### config.mk
export PLATFORM = sky130hd
export DESIGN_NAME = systolic_sequencer
export DESIGN_NICKNAME = d
export VERILOG_FILES = /design/src/rtl/systolic_sequencer.sv
export SDC_FILE = /design/constraint.sdc
export NUM_CORES = 1
export LEC_CHECK = 0
export CAP_MARGIN = 20
export CORE_MARGIN = 2
export CORE_UTILIZATION = 43
export DETAILED_ROUTE_END_ITERATION = 7
export PLACE_DENSITY = 0.74
export RECOVER_POWER = 100
export SLEW_MARGIN = 15
export SYNTH_ARGS = -nofsm -noshare
export SYNTH_HDL_FRONTEND = slang
export SYNTH_SLANG_ARGS = --single-unit
export TNS_END_PERCENT = 30
### constraint.sdc
create_clock -name clk -period 1.6 [get_ports clk]
set_input_delay 0.48 -clock clk [delete_from_list [all_inputs] [get_ports clk]]
set_output_delay 0.48 -clock clk [all_outputs]
set_load 0.05 [all_outputs]
### src/rtl/systolic_sequencer.sv
// systolic_sequencer
//   Sub-controller for systolic mode. Runs one weight preload, then four
//   feature-load strides, and drives each stride's feature window base
//   address. Every accepted stride is tagged into a fixed-latency delay line
//   that mirrors the systolic pipeline, so result capture into c11/c12/c21/c22
//   is strobed exactly DRAIN_CYC edges after that stride's load completes.
//
// Ports
//   clk                            in   system clock, rising edge
//   rst                            in   asynchronous reset, active low
//   start                          in   begin a sequence (sampled in IDLE only)
//   weight_Preloader_done          in   weight preload complete
//   feature_Loader_done            in   current stride feature load complete
//   Weight_Preloader_en            out  weight preloader enable
//   Feature_Loader_en              out  feature loader enable
//   systolic_mode                  out  0 = weight preload, 1 = feature/compute
//   systolic_mode_feature_baseaddr out  [5:0] feature base address of stride
//   c_reg_sel                      out  [1:0] result register (c11,c12,c21,c22)
//   c_reg_en                       out  one-cycle write strobe for c_reg_sel
//   stride_idx                     out  [1:0] current stride number
//   busy                           out  high whenever not IDLE
//   systolic_done                  out  one-cycle pulse after the last capture
module systolic_sequencer #(
    parameter logic [5:0] FEAT_BASE = 6'd9,
    parameter logic [5:0] ROW_STEP  = 6'd3,
    parameter logic [5:0] COL_STEP  = 6'd1,
    parameter int         DRAIN_CYC = 3
) (
    input  logic       clk,
    input  logic       rst,
    input  logic       start,
    input  logic       weight_Preloader_done,
    input  logic       feature_Loader_done,
    output logic       Weight_Preloader_en,
    output logic       Feature_Loader_en,
    output logic       systolic_mode,
    output logic [5:0] systolic_mode_feature_baseaddr,
    output logic [1:0] c_reg_sel,
    output logic       c_reg_en,
    output logic [1:0] stride_idx,
    output logic       busy,
    output logic       systolic_done
);

    localparam int SW = 2 * DRAIN_CYC;

    typedef enum logic [2:0] {
        IDLE,
        WLOAD,
        FLOAD,
        GAP,
        DRAIN,
        FIN
    } state_t;

    state_t state;

    // Stride base address: bit1 of the stride steps a row, bit0 a column.
    // The 6-bit sum wraps naturally at 64.
    function automatic logic [5:0] stride_addr(input logic [1:0] s);
        logic [5:0] a;
        a = FEAT_BASE;
        if (s[1]) a = a + ROW_STEP;
        if (s[0]) a = a + COL_STEP;
        return a;
    endfunction

    // Stage p0: a stride whose feature load completes this cycle.
    logic                 vld_p0;
    logic [DRAIN_CYC-1:0] dl_vld;
    logic [DRAIN_CYC-1:0] dl_vld_nxt;
    logic [SW-1:0]        dl_sel;
    logic [SW-1:0]        dl_sel_nxt;

    assign vld_p0 = (state == FLOAD) && feature_Loader_done;

    // Shift toward the tail; the cast drops the entry leaving the tail.
    assign dl_vld_nxt = DRAIN_CYC'({dl_vld, vld_p0});
    assign dl_sel_nxt = SW'({dl_sel, stride_idx});

    // Tail of the delay line: capture strobe.
    assign c_reg_en = dl_vld[DRAIN_CYC-1];

    always_ff @(posedge clk or negedge rst) begin
        if (!rst) begin
            dl_vld    <= '0;
            dl_sel    <= '0;
            c_reg_sel <= 2'd0;
        end else begin
            dl_vld <= dl_vld_nxt;
            dl_sel <= dl_sel_nxt;
            // Select follows the tail but holds its last value between captures.
            if (dl_vld_nxt[DRAIN_CYC-1]) begin
                c_reg_sel <= dl_sel_nxt[SW-1 -: 2];
            end
        end
    end

    always_ff @(posedge clk or negedge rst) begin
        if (!rst) begin
            state                          <= IDLE;
            Weight_Preloader_en            <= 1'b0;
            Feature_Loader_en              <= 1'b0;
            systolic_mode                  <= 1'b0;
            systolic_mode_feature_baseaddr <= FEAT_BASE;
            stride_idx                     <= 2'd0;
            busy                           <= 1'b0;
            systolic_done                  <= 1'b0;
        end else begin
            systolic_done <= 1'b0;
            case (state)
                IDLE: begin
                    if (start) begin
                        state               <= WLOAD;
                        Weight_Preloader_en <= 1'b1;
                        busy                <= 1'b1;
                        systolic_mode       <= 1'b0;
                    end
                end
                WLOAD: begin
                    if (weight_Preloader_done) begin
                        state                          <= FLOAD;
                        Weight_Preloader_en            <= 1'b0;
                        Feature_Loader_en              <= 1'b1;
                        systolic_mode                  <= 1'b1;
                        stride_idx                     <= 2'd0;
                        systolic_mode_feature_baseaddr <= stride_addr(2'd0);
                    end
                end
                FLOAD: begin
                    if (feature_Loader_done) begin
                        Feature_Loader_en <= 1'b0;
                        if (stride_idx != 2'd3) begin
                            // Next stride's index and address are visible during GAP.
                            state                          <= GAP;
                            stride_idx                     <= stride_idx + 2'd1;
                            systolic_mode_feature_baseaddr <= stride_addr(stride_idx + 2'd1);
                        end else begin
                            state <= DRAIN;
                        end
                    end
                end
                GAP: begin
                    // One cycle with the enable low so the loader sees a fresh rising enable.
                    state             <= FLOAD;
                    Feature_Loader_en <= 1'b1;
                end
                DRAIN: begin
                    if (dl_vld == '0) begin
                        state         <= FIN;
                        systolic_done <= 1'b1;
                    end
                end
                FIN: begin
                    state                          <= IDLE;
                    busy                           <= 1'b0;
                    systolic_mode                  <= 1'b0;
                    stride_idx                     <= 2'd0;
                    systolic_mode_feature_baseaddr <= FEAT_BASE;
                end
                default: begin
                    state <= IDLE;
                end
            endcase
        end
    end

endmodule

### Word level (Yosys, flattened, before mapping)

Index checks and enable logic that the tools add are counted.
Widths: inputs -> output; s select.

* register bits after elaboration: 25

* $add $sub $neg: 2
* equal/unequal tests: 11
* mux-type cells: 30
* reduce and logical (&&, ||, !) cells: 14

Operators with widths (count)
* $mux 6: 7
* $mux 3: 6
* $pmux 6 s3: 1
* $pmux 3 s5: 1
* $ne 2x2->1 const B: 5
* $reduce_and 3->1: 3
* $reduce_bool 3->1: 3
* $reduce_and 4->1: 2
* $mux 1: 7
* $add 6x1->6 const B: 1
* $eq 3x2->1 const B: 2
* $eq 3x3->1 const B: 2
* $logic_not 3->1: 2
* $mux 2: 3
* $pmux 1 s3: 2
* $pmux 2 s3: 1
* $pmux 1 s2: 2
* $reduce_bool 2->1: 2
* $eq 3x1->1 const B: 1
* $add 2x1->2 const B: 1
* $ne 2x1->1 const B: 1
* $reduce_and 2->1: 1
* $logic_and 1x1->1: 1

### Depth between registers and ports, before layout

Gate-level depths: netlist of run 1.

* depth in word-level cells: 10
* gate-level depth with buffers: 5
* mapped depth without buffers: 5

### Least setup slack after synthesis of run 1

OpenSTA, ideal clock, no wires.

* kind: reg2reg
* from: register stride_idx[0]
* to: register systolic_mode_feature_baseaddr[0]
* library setup time: 0.082 ns
* arrival time: 1.695 ns
* setup slack: -0.177 ns
* stages on the path, launching flop included: 5
* path buffers: 1
* period minus slack after synthesis: 1.777 ns
* cell sequence: dfrtp_1 ha_1 or3_1 buf_2 mux2_4

* cells in the longest elaborated chain, start to end: 10
* elaborated cells between the ends (all ways): 13
* those cells by class: add/sub: 2; eq/ne: 2; mux: 8; reduce/logical: 1

RTL lines
* start: declaration: RTL line 40 `output logic [1:0] stride_idx,`
* start signal: assignment: RTL line 136 `stride_idx <= stride_idx + 2'd1;`
* $add 2x1->2: RTL line 137 `systolic_mode_feature_baseaddr <= stride_addr(stride_idx + 2'd1);`
* $mux 3: RTL line 63 `if (s[1]) a = a + ROW_STEP;`
* $mux 6: RTL line 133 `if (stride_idx != 2'd3) begin`
* $mux 6: RTL line 131 `if (feature_Loader_done) begin`
* $mux 6: RTL line 111 `case (state)`
* $add 6x1->6: RTL line 64 `if (s[0]) a = a + COL_STEP;`
* $mux 6: RTL line 64
* $mux 6: RTL line 133
* $mux 6: RTL line 131
* $pmux 6 s3: RTL line 111
* end signal: assignment: RTL line 127 `systolic_mode_feature_baseaddr <= stride_addr(2'd0);`
* end signal: assignment: RTL line 137
* end: declaration: RTL line 37 `output logic [5:0] systolic_mode_feature_baseaddr,`

Parallel ways exist; a longest one is shown, timed or not. The select of a mux whose other input is x is not followed.
A chain may end at the register's enable or synchronous reset.

### Worst setup path after layout of run 1

* from: register systolic_mode_feature_baseaddr[2]
* to: output port systolic_mode_feature_baseaddr[2]

No word-level cell between the ends.

==> flow_results.xml, run 1 <==
<?xml version="1.0" encoding="UTF-8"?>
<metrics>
  <group name="status">
    <metric name="status" unit="">completed</metric>
  </group>
  <group name="layout">
    <metric name="layout.cells.most_common" unit="">sky130_fd_sc_hd__dfrtp_1</metric>
    <metric name="final_cell_mix" unit="">18 x sky130_fd_sc_hd__dfrtp_1, 11 x sky130_fd_sc_hd__clkbuf_2, 8 x sky130_fd_sc_hd__o21ai_0, 8 x sky130_fd_sc_hd__nand2_1</metric>
    <metric name="final_layout_size_suffix_gt1_share" unit="%">27.0</metric>
    <metric name="final_nets" unit="">119</metric>
    <metric name="post-route-util" unit="%">58.4</metric>
    <metric name="diodes" unit="">0</metric>
    <metric name="synthToLayoutAreaGrowth" unit="%">25.2</metric>
  </group>
  <group name="die">
    <metric name="die-area" unit="mm2">0.00258</metric>
    <metric name="die_y" unit="um">50.8</metric>
    <metric name="floorplan.initialDensity" unit="%">46.6</metric>
    <metric name="core_area" unit="mm2">0.00202</metric>
    <metric name="die_width" unit="um">50.8</metric>
    <metric name="num_rows" unit="">16</metric>
    <metric name="ioPinCount" unit="">21</metric>
  </group>
  <group name="sta">
    <metric name="worst_max_slew_pin_slew" unit="ns">0.509</metric>
    <metric name="rsz_0062_raised_after_global_routing" unit="">no</metric>
    <metric name="tns" unit="ns">0</metric>
    <metric name="setup-violations-final" unit="">0</metric>
    <metric name="worst_clock_skew" unit="ns">0.00342</metric>
    <metric name="timing.slew.headroom" unit="%">66.1</metric>
    <metric name="timing.final.ws_setup" unit="ns">0.0470</metric>
    <metric name="fmaxAchievable" unit="GHz">0.644</metric>
    <metric name="fin_hold_ws" unit="ns">0.360</metric>
    <metric name="fin_crit_sh" unit="%">97.1</metric>
    <metric name="final_report_hold_violation_count" unit="">0</metric>
    <metric name="tmin_final" unit="ns">1.55</metric>
    <metric name="final-max-slew-violation-count" unit="">0</metric>
  </group>
  <group name="clock_tree">
    <metric name="buffer_type_at_the_clock_tree_root" unit="">sky130_fd_sc_hd__clkbuf_4</metric>
    <metric name="cts-buffers-inserted" unit="">3</metric>
    <metric name="tritoncts" unit="">built</metric>
    <metric name="cts_hold_buf" unit="">0</metric>
    <metric name="cts_h_tree_lvls" unit="">1</metric>
    <metric name="cts_post_setup_buffers_inserted" unit="">0</metric>
    <metric name="cts_sinks" unit="">21</metric>
    <metric name="postCtsResizedCells" unit="">0</metric>
    <metric name="clk_pin_slew" unit="ns">0.12</metric>
    <metric name="clk-insertion-delay-late" unit="ns">0.30</metric>
    <metric name="max-clock-path-buffers" unit="">2</metric>
  </group>
  <group name="global_routing">
    <metric name="grt_pass1_wl" unit="um">3310</metric>
    <metric name="gr_ovfl_total" unit="">0</metric>
    <metric name="grt_usage" unit="%">17.6</metric>
    <metric name="antenna_found_initial" unit="">0</metric>
    <metric name="vias_in_the_first_global_route" unit="">688</metric>
    <metric name="grt_start_max_net_pins" unit="">22</metric>
  </group>
  <group name="drt">
    <metric name="drc" unit="">0</metric>
    <metric name="postRouteAntennaNets" unit="">0</metric>
    <metric name="totalWireLength" unit="um">1920</metric>
    <metric name="num_vias" unit="">720</metric>
    <metric name="number_of_search_and_repair_iterations_in_the_first_detailed_routing_pass" unit="">4</metric>
    <metric name="drt-initial-drc-count" unit="">18</metric>
    <metric name="avgViaCountPerCell" unit="">5.22</metric>
    <metric name="post_drt_wl_per_cell" unit="um">13.9</metric>
  </group>
  <group name="synthesis">
    <metric name="syn_area_per_cell" unit="um2">10.8</metric>
    <metric name="ys_seq_area_share" unit="%">55.9</metric>
    <metric name="synthDistinctLibCells" unit="">30</metric>
    <metric name="synth_fa_ha_area_share" unit="%">2.66</metric>
    <metric name="synthSimpleGateAreaFrac" unit="%">13.9</metric>
    <metric name="syn_area" unit="um2">942</metric>
    <metric name="yosys-mux-area-fraction" unit="%">7.17</metric>
    <metric name="synth_compound_area_share" unit="%">10.9</metric>
    <metric name="syn-instance-count" unit="">87</metric>
    <metric name="synth_top_family_by_area" unit="">simple AND/OR/NAND/NOR gates</metric>
    <metric name="synth-seq-cells" unit="">21</metric>
    <metric name="synth-xor-area-share" unit="%">0.930</metric>
    <metric name="yosysWarningCount" unit="">0</metric>
  </group>
  <group name="run">
    <metric name="maxCapViolations" unit="">0</metric>
  </group>
  <group name="power_and_ir_drop">
    <metric name="power_density" unit="mW/mm2">2000</metric>
    <metric name="power.static_leakage" unit="nW">0.571</metric>
    <metric name="max-vdd-ir-drop" unit="uV">1040</metric>
    <metric name="power.total" unit="mW">2.35</metric>
  </group>
  <group name="setup_path">
    <metric name="worstPathArrival" unit="ns">1.07</metric>
    <metric name="worst_path_max_delay_cell" unit="">sky130_fd_sc_hd__dfrtp_2</metric>
    <metric name="path_class" unit="">reg -&gt; out</metric>
    <metric name="critPathLaunchType" unit="">flip-flop</metric>
    <metric name="critical_path_cell_list" unit="">buf_4, buf_12</metric>
    <metric name="crit_path_max_incr_delay" unit="ns">0.46</metric>
    <metric name="worst-path-max-fanout" unit="">4</metric>
    <metric name="crit_path_required_time" unit="ns">1.12</metric>
    <metric name="end_kind" unit="">output pin</metric>
  </group>
  <group name="placement">
    <metric name="final_weighted_congestion_in_routability_driven_placement" unit="">0.803</metric>
    <metric name="hpwl" unit="um">1410</metric>
    <metric name="io_buffer_count" unit="">17</metric>
    <metric name="place_ws" unit="ns">-0.250</metric>
  </group>
  <group name="worst_hold_path">
    <metric name="hold_class" unit="">reg -&gt; reg</metric>
  </group>
</metrics>
per-stage QoR:
step	cell area, um2	std cells
3_3_place_gp	1320	134
6_report	1180	138
3_5_place_dp	1320	134
2_1_floorplan	961	88
4_1_cts	1340	138
5_1_grt	1180	138
Yosys cell counts, drive strengths merged:
cell / number / share of area, %
o31ai: 1 / 0.80
nor3b: 2 / 1.6
o21bai: 1 / 0.80
conb: 2 / 0.80
o22a: 1 / 0.93
nand3b: 1 / 0.80
nand2: 8 / 3.2
inv: 5 / 2.0
a21oi: 4 / 2.1
dfstp: 1 / 2.8
mux2i: 3 / 3.2
ha: 2 / 2.7
a2bb2oi: 1 / 0.93
and2: 1 / 0.66
nor2: 4 / 1.6
nand2b: 2 / 1.3
or3: 2 / 1.3
buf: 6 / 4.9
xnor2: 1 / 0.93
nor3: 3 / 1.6
nand4b: 1 / 0.93
o211a: 1 / 1.1
mux2: 3 / 4.0
dfrtp: 20 / 53
o21ai: 8 / 4.2
or3b: 1 / 0.93
clkbuf: 2 / 0.80
flip-flops by register name (all words and copies together), names as in the netlist:
signal	count
c_reg_sel	2
systolic_done	1
Feature_Loader_en	1
state	3
Weight_Preloader_en	1
systolic_mode_feature_baseaddr	3
stride_idx	1
dl_sel	4
dl_vld	3
busy	1
systolic_mode	1
worst max-delay path, delay by kind of cell, from the launching register on:
| family | cells | cell delay [ns] |
|---|---|---|
| buffers and inverters | 2 | 0.31 |
| flip-flops | 1 | 0.46 |
kinds of logic (layout without fill, tap and decap cells):
group                    count (synthesis)  in the layout
other                                    2              3
multiplexers                             6              6
AO/OA/AOI/OAI                           17             17
AND/OR/NAND/NOR                         25             25
buffers and inverters                   13             36
flip-flops                              21             21
XOR/XNOR                                 1              1
adder cells (fa/ha/maj)                  2              2
power by group:
part	internal, mW	leakage [nW]	switching, mW	total [mW]
registers	0.722	0.250	0.143	0.865
clock network	0.0931	0.0177	0.159	0.252
logic	0.480	0.303	0.758	1.24
total	1.29	0.571	1.06	2.35
layout make-up:
class | instances | area [um2]
Multi-Input combinational cell | 54 | 359
Sequential cell | 21 | 529
Clock buffer | 3 | 22.5
Clock inverter | 1 | 5.00
Inverter | 5 | 18.8
Timing Repair Buffer | 27 | 211
Fill cell | 185 | 842
Tap cell | 27 | 33.8
routing by layer:
metal	vias to the layer above	wire length [um]	GRT usage (%)
li1	334	-	-
met1	344	835	23.4
met5	-	0	0
met4	0	52	9.46
met2	36	928	26.5
met3	6	105	4.09
path summary, 6_finish.rpt:
path	start	endpoint	slack, ns	cells after the start
worst min register to register	dl_sel[1]	dl_sel[3]	0.36	0
worst min-delay path	dl_sel[1]	dl_sel[3]	0.36	0
worst max register to register	stride_idx[0]	systolic_mode_feature_baseaddr[2]	0.10	4
max in group asynchronous	rst	stride_idx[0]	0.57	2
worst max-delay path	systolic_mode_feature_baseaddr[2]	systolic_mode_feature_baseaddr[2]	0.05	2
min in group asynchronous	rst	busy	0.66	2
No activity file was read; power rests on OpenSTA's default activity.
==> run 2, diff against run 1 <==
Settings changed: CORE_MARGIN 2 to 1.
==> flow_results.xml, run 2 (synthesis gave the netlist of run 1 again) <==
<?xml version="1.0" encoding="UTF-8"?>
<metrics>
  <group name="die">
    <metric name="num_rows" unit="">16</metric>
    <metric name="ioPinCount" unit="">21</metric>
    <metric name="die_y" unit="um">48.8</metric>
    <metric name="floorplan.initialDensity" unit="%">47.1</metric>
    <metric name="die_width" unit="um">48.8</metric>
    <metric name="core_area" unit="mm2">0.00200</metric>
    <metric name="die-area" unit="mm2">0.00238</metric>
  </group>
  <group name="global_routing">
    <metric name="grt_usage" unit="%">17.0</metric>
    <metric name="grt_start_max_net_pins" unit="">22</metric>
    <metric name="gr_ovfl_total" unit="">0</metric>
    <metric name="grt_pass1_wl" unit="um">3040</metric>
    <metric name="vias_in_the_first_global_route" unit="">680</metric>
    <metric name="antenna_found_initial" unit="">0</metric>
  </group>
  <group name="placement">
    <metric name="dpl-instance-area" unit="mm2">0.00131</metric>
    <metric name="hpwl" unit="um">1340</metric>
    <metric name="final_weighted_congestion_in_routability_driven_placement" unit="">0.787</metric>
    <metric name="io_buffer_count" unit="">17</metric>
    <metric name="post-place-cells" unit="">133</metric>
  </group>
  <group name="setup_path">
    <metric name="crit_family" unit="">flip-flops</metric>
    <metric name="worstPathBufferInverterCount" unit="">2</metric>
    <metric name="crit_path_required_time" unit="ns">1.12</metric>
    <metric name="critical_path_cell_list" unit="">buf_4, buf_6</metric>
    <metric name="worst-path-max-fanout" unit="">4</metric>
    <metric name="worstReg2RegStart" unit="">stride_idx[0]</metric>
    <metric name="end_kind" unit="">output pin</metric>
    <metric name="crit_path_max_incr_delay" unit="ns">0.45</metric>
    <metric name="r2r.worst_path.cells" unit="">4</metric>
    <metric name="path_class" unit="">reg -&gt; out</metric>
    <metric name="critPathLaunchType" unit="">flip-flop</metric>
    <metric name="worstPathArrival" unit="ns">1.05</metric>
    <metric name="capturing_point_of_the_worst_reg2reg_path" unit="">stride_idx[0]</metric>
    <metric name="setup.reg_to_reg.worst_slack" unit="ns">0.14</metric>
    <metric name="worst_path_max_delay_cell" unit="">sky130_fd_sc_hd__dfrtp_2</metric>
  </group>
  <group name="sta">
    <metric name="rsz_0062_raised_after_global_routing" unit="">no</metric>
    <metric name="timing.slew.headroom" unit="%">66.2</metric>
    <metric name="final-max-slew-violation-count" unit="">0</metric>
    <metric name="fin_crit_sh" unit="%">95.7</metric>
    <metric name="fmaxAchievable" unit="GHz">0.653</metric>
    <metric name="tmin_final" unit="ns">1.53</metric>
    <metric name="worst_max_slew_pin_slew" unit="ns">0.507</metric>
    <metric name="worst_clock_skew" unit="ns">0.00144</metric>
    <metric name="setup-violations-final" unit="">0</metric>
    <metric name="final_report_hold_violation_count" unit="">0</metric>
  </group>
  <group name="clock_tree">
    <metric name="max-clock-path-buffers" unit="">2</metric>
    <metric name="clk-insertion-delay-late" unit="ns">0.29</metric>
    <metric name="cts_h_tree_lvls" unit="">1</metric>
    <metric name="buffer_type_at_the_clock_tree_root" unit="">sky130_fd_sc_hd__clkbuf_4</metric>
    <metric name="cts_hold_buf" unit="">0</metric>
    <metric name="clk_pin_slew" unit="ns">0.10</metric>
    <metric name="cts-buffers-inserted" unit="">3</metric>
    <metric name="cts_sinks" unit="">21</metric>
    <metric name="tritoncts" unit="">built</metric>
  </group>
  <group name="status">
    <metric name="status" unit="">completed</metric>
  </group>
  <group name="drt">
    <metric name="num_vias" unit="">695</metric>
    <metric name="drc" unit="">0</metric>
    <metric name="totalWireLength" unit="um">1730</metric>
    <metric name="post_drt_wl_per_cell" unit="um">12.6</metric>
    <metric name="drt-initial-drc-count" unit="">17</metric>
    <metric name="postRouteAntennaNets" unit="">0</metric>
    <metric name="number_of_search_and_repair_iterations_in_the_first_detailed_routing_pass" unit="">4</metric>
    <metric name="avgViaCountPerCell" unit="">5.07</metric>
  </group>
  <group name="run">
    <metric name="maxCapViolations" unit="">0</metric>
  </group>
  <group name="worst_hold_path">
    <metric name="hold_class" unit="">reg -&gt; reg</metric>
    <metric name="min_delay_path_depth" unit="">0</metric>
    <metric name="hold-path-endpoint" unit="">dl_sel[3]</metric>
    <metric name="hold_startpoint" unit="">dl_sel[1]</metric>
  </group>
  <group name="power_and_ir_drop">
    <metric name="max-vdd-ir-drop" unit="uV">901</metric>
    <metric name="power.static_leakage" unit="nW">0.562</metric>
    <metric name="power_density" unit="mW/mm2">1960</metric>
  </group>
  <group name="layout">
    <metric name="final_cell_mix" unit="">18 x sky130_fd_sc_hd__dfrtp_1, 10 x sky130_fd_sc_hd__clkbuf_2, 8 x sky130_fd_sc_hd__o21ai_0, 8 x sky130_fd_sc_hd__nand2_1</metric>
    <metric name="max_flop_register" unit="">dl_sel</metric>
    <metric name="fin_area" unit="mm2">0.00115</metric>
    <metric name="final_layout_size_suffix_gt1_share" unit="%">24.5</metric>
    <metric name="final_nets" unit="">118</metric>
    <metric name="flip_flop_count_of_the_largest_register_after_layout" unit="">4</metric>
    <metric name="synthToLayoutAreaGrowth" unit="%">22.6</metric>
    <metric name="diodes" unit="">0</metric>
    <metric name="layoutNonFillerInstCount" unit="">137</metric>
    <metric name="n_fill_cell" unit="">178</metric>
    <metric name="layout.cells.most_common" unit="">sky130_fd_sc_hd__dfrtp_1</metric>
  </group>
</metrics>
run 2: worst max-delay path by stage:
| stage | start | end | cells past startpoint |
|---|---|---|---|
| final | systolic_mode_feature_baseaddr[2] | stride_idx[1] | 2 |
| after global routing | stride_idx[0] | systolic_mode_feature_baseaddr[0] | 5 |
| after CTS | feature_Loader_done | stride_idx[0] | 5 |
| after detailed placement | feature_Loader_done | stride_idx[0] | 5 |
| after global placement | feature_Loader_done | stride_idx[0] | 5 |
| after floorplan | stride_idx[0] | systolic_mode_feature_baseaddr[0] | 4 |
run 2: report_power, final:
| part | total, mW | internal (mW) | switching, mW |
|---|---|---|---|
| clock network | 0.242 | 0.0970 | 0.145 |
| logic | 1.17 | 0.425 | 0.742 |
| registers | 0.859 | 0.722 | 0.137 |
| total | 2.27 | 1.24 | 1.02 |
run 2: layout make-up:
type | count | area (um2) | share of cell area, %
Sequential cell | 21 | 529 | 45.8
Multi-Input combinational cell | 54 | 355 | 30.8
Timing Repair Buffer | 26 | 191 | 16.6
Tap cell | 27 | 33.8 | 2.93
Clock buffer | 4 | 26.3 | 2.28
Inverter | 5 | 18.8 | 1.63
run 2: repair_timing:
item,in CTS,in global routing
endpoints found under the hold margin,0,0
resized for setup,0,1
endpoints found under the setup margin,0,3
setup buffers,0,0
run 2: layer usage:
layer / global-route usage (%) / share of wire, % / vias to the layer above
met5: 0 / 0 / -
met4: 7.35 / 1.6 / 0
met3: 1.87 / 2.7 / 4
met2: 28.0 / 51 / 14
met1: 22.6 / 45 / 345
li1: - / - / 332
run 2: metrics by stage:
stage	util (%)	total power, mW	hold slack [ns]	setup TNS [ns]	setup slack (ns)
floorplan	-	1.73	0.184	0	0.00350
global placement	65.4	2.36	0.334	-1.09	-0.250
detailed placement	65.4	2.42	0.336	-1.28	-0.290
CTS	66.7	2.66	0.361	0	0.0330
global route	57.7	2.43	0.373	0	0.0209
finish	57.7	2.27	0.358	0	0.0691
